### config.mk
export PLATFORM = sky130hd
export DESIGN_NAME = kernel_st_rl_adapter
export DESIGN_NICKNAME = d
export VERILOG_FILES = /design/src/rtl/kernel_st_pkg.sv /design/src/rtl/kernel_st_rl_fifo.sv /design/src/rtl/kernel_st_rl_adapter.sv
export SDC_FILE = /design/constraint.sdc
export NUM_CORES = 1
export LEC_CHECK = 0
export BUFFER_PORTS_ARGS = -buffer_cell sky130_fd_sc_hd__clkbuf_2
export CORE_AREA = 8 8 190 192
export DETAILED_ROUTE_END_ITERATION = 10
export DIE_AREA = 0 0 198 200
export PLACE_DENSITY_LB_ADDON = 0.12
export SETUP_SLACK_MARGIN = 0.05
export SLEW_MARGIN = 30
export SYNTH_ARGS = -nofsm -noshare
export SYNTH_HDL_FRONTEND = slang
export SYNTH_SLANG_ARGS = --single-unit
export TNS_END_PERCENT = 20
### constraint.sdc
create_clock -name clk -period 5.1 [get_ports clk]
set_input_delay 0.255 -clock clk [delete_from_list [all_inputs] [get_ports clk]]
set_output_delay 0.255 -clock clk [all_outputs]
set_load 0.05 [all_outputs]
### src/rtl/kernel_st_pkg.sv
// Shared types and helpers for the kernel_st ready-latency adapter.
// The framing-check states live here so any packet-aware block can reuse them.
package kernel_st_pkg;

    localparam logic [0:0] PKT_IDLE   = 1'b0;
    localparam logic [0:0] PKT_IN_PKT = 1'b1;

    typedef enum logic [0:0] {
        ST_IDLE   = PKT_IDLE,
        ST_IN_PKT = PKT_IN_PKT
    } pkt_state_e;

    // One stored beat is {data, sop, eop, empty}.
    function automatic int payload_w(input int data_w, input int empty_w);
        return data_w + empty_w + 2;
    endfunction

endpackage

### src/rtl/kernel_st_rl_fifo.sv
// Show-ahead FIFO with registered occupancy for the kernel_st adapter.
// The head entry is read asynchronously so a beat written at edge t is visible right after t.
module kernel_st_rl_fifo #(
    parameter int WIDTH = 36,
    parameter int DEPTH = 8
) (
    input  logic                     clk,
    input  logic                     reset,
    input  logic                     push,
    input  logic [WIDTH-1:0]         wdata,
    input  logic                     pop,
    output logic [WIDTH-1:0]         rdata,
    output logic [$clog2(DEPTH):0]   fill_level
);

    localparam int AW = $clog2(DEPTH);
    localparam int FW = AW + 1;

    logic [WIDTH-1:0] mem [DEPTH];
    logic [AW-1:0]    wr_ptr_reg;
    logic [AW-1:0]    rd_ptr_reg;
    logic [FW-1:0]    fill_reg;
    logic [FW-1:0]    fill_next;

    // Pointers are exactly AW bits wide, so DEPTH being a power of two makes them wrap for free.
    always_ff @(posedge clk) begin
        if (push) begin
            mem[wr_ptr_reg] <= wdata;
        end
    end

    always_comb begin
        fill_next = fill_reg;
        case ({push, pop})
            2'b10:   fill_next = fill_reg + 1'b1;
            2'b01:   fill_next = fill_reg - 1'b1;
            default: fill_next = fill_reg;
        endcase
    end

    always_ff @(posedge clk) begin
        if (reset) begin
            wr_ptr_reg <= '0;
            rd_ptr_reg <= '0;
            fill_reg   <= '0;
        end else begin
            if (push) begin
                wr_ptr_reg <= wr_ptr_reg + 1'b1;
            end
            if (pop) begin
                rd_ptr_reg <= rd_ptr_reg + 1'b1;
            end
            fill_reg <= fill_next;
        end
    end

    assign rdata      = mem[rd_ptr_reg];
    assign fill_level = fill_reg;

endmodule

### src/rtl/kernel_st_rl_adapter.sv
// Avalon-ST adapter from input ready latency IN_RL to output ready latency 0.
// Optional packet framing checker enabled by defining KERNEL_ST_PKT_CHECK_EN.
module kernel_st_rl_adapter
    import kernel_st_pkg::*;
#(
    parameter int DATA_W  = 32,
    parameter int EMPTY_W = 2,
    parameter int DEPTH   = 8,
    parameter int IN_RL   = 0
) (
    input  logic                    clk,
    input  logic                    reset,
    output logic                    in_ready,
    input  logic                    in_valid,
    input  logic                    in_startofpacket,
    input  logic                    in_endofpacket,
    input  logic [DATA_W-1:0]       in_data,
    input  logic [EMPTY_W-1:0]      in_empty,
    input  logic                    out_ready,
    output logic                    out_valid,
    output logic                    out_startofpacket,
    output logic                    out_endofpacket,
    output logic [DATA_W-1:0]       out_data,
    output logic [EMPTY_W-1:0]      out_empty,
    output logic [$clog2(DEPTH):0]  fill_level,
    output logic                    overflow,
    output logic                    pkt_error
);

    localparam int PW = payload_w(DATA_W, EMPTY_W);
    localparam int FW = $clog2(DEPTH) + 1;

    if (((DEPTH & (DEPTH - 1)) != 0) || (DEPTH < IN_RL + 2) || (IN_RL > 3) || (IN_RL < 0))
    begin : g_bad_cfg
        $error("kernel_st_rl_adapter: DEPTH must be a power of 2 and >= IN_RL+2, IN_RL in 0..3");
    end

    localparam logic [FW-1:0] DEPTH_FILL = FW'(DEPTH);
    localparam logic [FW-1:0] RDY_LIMIT  = FW'(DEPTH - 1 - IN_RL);

    logic [FW-1:0] fill;
    logic [PW-1:0] wr_payload;
    logic [PW-1:0] rd_payload;
    logic          push;
    logic          pop;
    logic          overflow_reg;

    // Acceptance ignores in_ready: a sender honouring IN_RL may still land beats
    // up to IN_RL cycles after in_ready fell, and those must fit in the headroom.
    assign out_valid  = (fill != '0);
    assign pop        = out_valid & out_ready;
    assign push       = in_valid & ((fill < DEPTH_FILL) | pop);
    assign in_ready   = (fill <= RDY_LIMIT);
    assign fill_level = fill;
    assign wr_payload = {in_data, in_startofpacket, in_endofpacket, in_empty};

    kernel_st_rl_fifo #(
        .WIDTH (PW),
        .DEPTH (DEPTH)
    ) u_fifo (
        .clk        (clk),
        .reset      (reset),
        .push       (push),
        .wdata      (wr_payload),
        .pop        (pop),
        .rdata      (rd_payload),
        .fill_level (fill)
    );

    always_comb begin
        out_data          = '0;
        out_startofpacket = 1'b0;
        out_endofpacket   = 1'b0;
        out_empty         = '0;
        if (out_valid) begin
            {out_data, out_startofpacket, out_endofpacket, out_empty} = rd_payload;
        end
    end

    always_ff @(posedge clk) begin
        if (reset) begin
            overflow_reg <= 1'b0;
        end else if (in_valid && !push) begin
            overflow_reg <= 1'b1;
        end
    end

    assign overflow = overflow_reg;

`ifdef KERNEL_ST_PKT_CHECK_EN
    pkt_state_e state_reg;
    logic       pkt_error_reg;

    // Only accepted beats advance the checker; dropped beats are already flagged by overflow.
    always_ff @(posedge clk) begin
        if (reset) begin
            state_reg     <= ST_IDLE;
            pkt_error_reg <= 1'b0;
        end else if (push) begin
            case (state_reg)
                ST_IDLE: begin
                    if (!in_startofpacket) begin
                        pkt_error_reg <= 1'b1;
                    end else if (!in_endofpacket) begin
                        state_reg <= ST_IN_PKT;
                    end
                end
                ST_IN_PKT: begin
                    if (in_startofpacket) begin
                        pkt_error_reg <= 1'b1;
                        state_reg     <= in_endofpacket ? ST_IDLE : ST_IN_PKT;
                    end else if (in_endofpacket) begin
                        state_reg <= ST_IDLE;
                    end
                end
                default: state_reg <= ST_IDLE;
            endcase
        end
    end

    assign pkt_error = pkt_error_reg;
`else
    assign pkt_error = 1'b0;
`endif

endmodule

## After elaboration in Yosys (flattened, before gate mapping)

Memories as Yosys holds them, arrays and structs flattened. A register that Yosys moved wholly into a read port is not among the register bits.
Index checks and enable logic that the tools add are counted.

| word-level totals | value |
|---|---|
| memories kept | 1 |
| register bits after elaboration | 11 |
| word-level logic and storage cells | 29 |
| ROM bits | 0 |
| bits of input ports | 40 |
| memory bits (writable) | 288 |
| bits in latches | 0 |

| cells by class | value |
|---|---|
| $mul | 0 |
| reduce and logical (&&, ||, !) cells | 4 |
| $add $sub $neg | 4 |
| muxes and demuxes | 9 |
| equality and inequality tests | 2 |
| bitwise logic cells | 3 |
| shifts and indexed selects | 0 |
| order comparisons | 2 |
| divide/modulo/power cells | 0 |

Memories:

| name | words | width | read ports | clocked after Yosys merged registers in | wr ports | RTL line | text |
|---|---|---|---|---|---|---|---|
| u_fifo.mem | 8 | 36 | 1 | 1 | 1 | kernel_st_rl_fifo.sv:19 | `logic [WIDTH-1:0] mem [DEPTH];` |

Operator list:

| kind | number |
|---|---|
| two-way mux 32 bit | 1 |
| case mux 4 bit (2 select lines) | 1 |
| adder 3 x 1 -> 3 bit, second input constant | 2 |
| two-way mux 3 bit | 2 |
| adder 4 x 1 -> 4 bit, second input constant | 1 |
| <= comparator 4 x 3 -> 1 bit, second input constant | 1 |
| less-than comparator 4 bit, second input constant | 1 |
| two-way mux 1 bit | 4 |
| nonzero test 4 bit | 1 |
| subtractor 4 x 1 -> 4 bit, second input constant | 1 |
| AND 1 bit | 2 |
| equality test 2 x 1 -> 1 bit, second input constant | 1 |
| equality test 2 bit, second input constant | 1 |
| two-way mux 2 bit | 1 |
| nonzero test 2 bit | 1 |
| logical AND 1 bit | 1 |
| logical NOT 1 bit | 1 |
| OR 1 bit | 1 |

## Depth between registers and ports, before layout

| logic depth | value |
|---|---|
| word-level depth | 6 |
| mapped depth | 10 |
| gate-level depth less buffers | 9 |

## Hierarchy

A second synthesis with hierarchy kept.

| second synthesis, totals | value |
|---|---|
| cells, all modules | 535 |
| area total of the unflattened synthesis | 12,031.5 sq um |

By module, submodules not included:

| module | instances | area each (sq um) | cells an instance |
|---|---|---|---|
| kernel_st_rl_fifo | 1 | 11,697.5 | 484 |
| kernel_st_rl_adapter | 1 | 334.1 | 51 |

## Least setup slack after synthesis

Ideal clock, no wire load.

| timing path | value |
|---|---|
| path kind | register to register |
| start point | register u_fifo.fill_reg[3], in the netlist u_fifo.fill_level[3] |
| end point | memory u_fifo.mem[0][0] (enable) |
| data required time | 4.581 ns |
| path buffers | 0 |
| cell stages (with the launch flop) | 4 |
| path slack | 0.209 ns |
| arrival time | 4.372 ns |
| setup time | 0.519 ns |
| path through | dfxtp_1 > nand2b_1 > nand2_1 > nor4_1 |

| between the ends | value |
|---|---|
| word-level cells in the longest chain between the ends | 6 |
| elaborated cells between the ends (all ways) | 7 |
| those cells by class | order compare (1); mux (2); bitwise (3); reduce/logical (1) |

Ends and longest elaborated chain:

| item | RTL line | text |
|---|---|---|
| from (decl) | kernel_st_rl_fifo.sv:22 | `logic [FW-1:0] fill_reg;` |
| from (signal assigned) | kernel_st_rl_fifo.sv:53 | `fill_reg <= fill_next;` |
| parallel branches: the longest is 2 deep, another holds less-than comparator 4 bit | -- |  |
| OR 1 bit * | kernel_st_rl_adapter.sv:52 | `assign push = in_valid & ((fill < DEPTH_FILL) \| pop);` |
| AND 1 bit * | kernel_st_rl_adapter.sv:52 |  |
| two-way mux 1 bit * | kernel_st_rl_fifo.sv:27 | `if (push) begin` |
| two-way mux 1 bit (implied by the code) * | kernel_st_rl_fifo.sv:28 | `mem[wr_ptr_reg] <= wdata;` |
| to (decl) | kernel_st_rl_fifo.sv:19 |  |

Every way passes the cells marked *.

==> reports/results.txt <==
slew margin rel.: 0.427
die area: 39600 um^2
CP Capture Type: primary output
DR DRC count: 0
Worst R2R Start: u_fifo.fill_level[3]$_SDFFE_PP0P_
GRT Overall Usage: 0.128
Num CTS Buffers: 35
Max-cap violations: 0
# Post-CTS Setup Buffers: 0
final hold vios: 0
cells on worst reg2reg path: 10
pwr dens: 543 nW/um^2
Via Count: 5419
HP Start: in_data[23]
Clock Tree Buf Depth: 3
drt total wl: 25000 um
FF-to-FF End: u_fifo.fill_level[2]$_SDFFE_PP0P_
CP startpoint kind: flop
Layout Area Growth over Synthesis: 17.5%
Clk Tree Root Cell: clkbuf_16
CP Class: flop to primary output
placer congestion estimate: 0.667
final setup TNS: 0 ps
Starting Density: 0.353
Setup Viol. Count Final: 0
DRT Pass-1 Iters: 4
# IOs: 84
syn nets: 582
Clk Latency, worst-skew pair: 500 ps
vias in the first global route: 6020
CTS tree: yes
largest net degree at the start of global routing: 40
pre-CTS WS: 2240 ps
Post-Syn Instances: 537
PnR worst setup slack: 1780 ps
r2r setup slk: 2240 ps
Seq/Total Area, Yosys: 0.763
Bufs and invs on worst path: 2
Tmin final: 3320 ps
cell family with most CP delay: multiplexers
H-tree Lvls: 2
hold_buf cts: 0
Most flops, register: u_fifo.mem
Synth Flop Type: edfxtp_1
Worst EP required: 4850 ps
core footprint: 33100 um^2
Synth Area per Inst: 21.8 um^2
Final Skew: 6.35 ps
max FFs per register: 288
Die Wd: 198 um
clk sinks: 302
nets: 691
P_leak: 4.43 nW
fraction of layout cells with a size suffix above 1: 0.309
Finished Cell Area: 13700 um^2
run status: finished clean
flops & latches, synth: 302
biggest cell delay along the critical path: 830 ps
Post-synth EDFFs: 288
worst hold path cell count: 1
Arrival @ worst endpoint: 3070 ps
Area after DPL: 12700 um^2
Post-Synthesis Cell Area: 11700 um^2
clock-pin transition on the worst setup and hold timing paths: 60 ps
total global routing overflow: 0
Max Freq: 301 MHz
Iter 0 DRT Violations: 242
Max VDD drop: 0.481 mV
WL/cell: 22.4 um
hpwl dp: 14300 um
CP max stage cell: dfxtp_4
crit path max fanout: 36
Hold Crit Class: input port to flop
Worst-Margin Slew: 860 ps
max-slew violation count: 0
RSZ-0062 raised after global routing: no
initial antenna violation count: 1
post-cts sizing count: 0
Hold Path Sink: u_fifo.mem[0][27]$_DFFE_PP_
average vias per placed instance: 4.86
first-pass GRT wire length: 37400 um
antenna viol nets, final: 0
synth unique cells: 29
row count: 67
port bufs: 82
CP cell instances: buf_4 > mux4_1 > mux2i_1 > nor2_1 > clkbuf_2
asr flop ratio synth: 0
Die H: 200 um
final period utilization: 0.651
Yosys Warn Count: 0
==> cells by family (layout without fill, tap and decap cells) <==
logic type      after synthesis  count (layout)  share of synthesized area
compound gates               10              10                    0.00471
xor+xnor                      7               7                    0.00524
other cells                   1               2                   0.000321
flops                       302             302                      0.763
fa+ha+maj                     5               5                    0.00535
simple gates                 72              72                     0.0263
mux                         110             110                      0.178
buf+inv                      30             160                     0.0168
==> metrics by stage <==
stage | utilization | hold slack (ps) | cells | power, mW
floorplan | - | 324 | 537 | 4.75
detailed placement | 0.384 | 489 | 1057 | 5.31
global route | 0.415 | 18.9 | 1115 | 7.80
global placement | 0.383 | 475 | 1056 | 5.28
finish | 0.415 | 24.6 | 1116 | 7.46
CTS | 0.415 | 4.03 | 1115 | 7.59
==> routing by layer <==
metal	global-route usage	vias to the layer above	wire length, um
met1	0.159	2850	10700
met3	0.0285	38	987
met2	0.222	88	12800
li1	-	2441	-
met4	0.0354	2	437
met5	0	-	13
==> Yosys cell counts, types with 2 or more instances <==
master / count / share of area
edfxtp_1: 288 / 0.74
mux4_2: 51 / 0.098
nor2_1: 50 / 0.016
mux2i_1: 37 / 0.032
mux4_1: 21 / 0.047
buf_2: 15 / 0.0064
dfxtp_1: 14 / 0.024
buf_6: 8 / 0.0077
xor2_1: 6 / 0.0045
ha_1: 5 / 0.0053
nand2_1: 5 / 0.0016
nand3_1: 5 / 0.0021
nor3_1: 5 / 0.0021
a21oi_1: 4 / 0.0017
inv_1: 3 / 0.00096
nand2b_1: 3 / 0.0016
o21ai_0: 3 / 0.0013
a31oi_1: 2 / 0.0011
clkbuf_1: 2 / 0.00064
==> worst reg2reg max path: cells and delay by family, from the launching register on <==
family          cells  cell delay, ps
simple gates        3             810
compound gates      2             290
fa+ha+maj           2             500
xor+xnor            2             270
buf+inv             1             530
flops               1             380
==> cell type report <==
cell class,instances,area [um^2]
inverters,3,11.3
multi-input cells,205,2640
flip-flops and latches,302,8940
clock inverters,11,96.3
fillers,2939,19400
repair buffers,99,558
well taps,448,561
diodes,1,2.50
clock buffers,47,942
==> power by group <==
group / internal, mW / total (mW) / switching, mW
registers: 2.84 / 3.00 / 0.159
clock network: 1.35 / 2.26 / 0.917
logic: 0.708 / 2.20 / 1.49
total: 4.90 / 7.46 / 2.57
==> cell usage in the layout, fill, tap and decap left out, types with 2 or more instances in the layout <==
cell type  count
edfxtp_1     288
clkbuf_2      82
mux4_2        51
nor2_1        47
mux2i_1       37
clkbuf_16     36
mux4_1        21
buf_4         16
clkbuf_1      11
dfxtp_1       11
xor2_1         6
nand3_1        5
nand2_1        5
ha_1           5
a21oi_1        4
clkinv_1       4
inv_1          3
nand2b_1       3
nor2_4         3
nor3_2         3
o21ai_0        3
dfxtp_4        3
a31oi_1        2
clkinv_2       2
==> worst max path at each step <==
stage          depth (start not counted)                                end  slack, ps
2_1_floorplan                          3         u_fifo.mem[0][0]$_DFFE_PP_        210
3_3_place_gp                           5                       out_data[31]       2240
3_5_place_dp                          10  u_fifo.fill_level[2]$_SDFFE_PP0P_       2240
4_1_cts                                5                       out_data[31]       1700
5_1_grt                                5                       out_data[31]       1550
6_report                               5                       out_data[31]       1780
(Power assumes the default switching activity.)
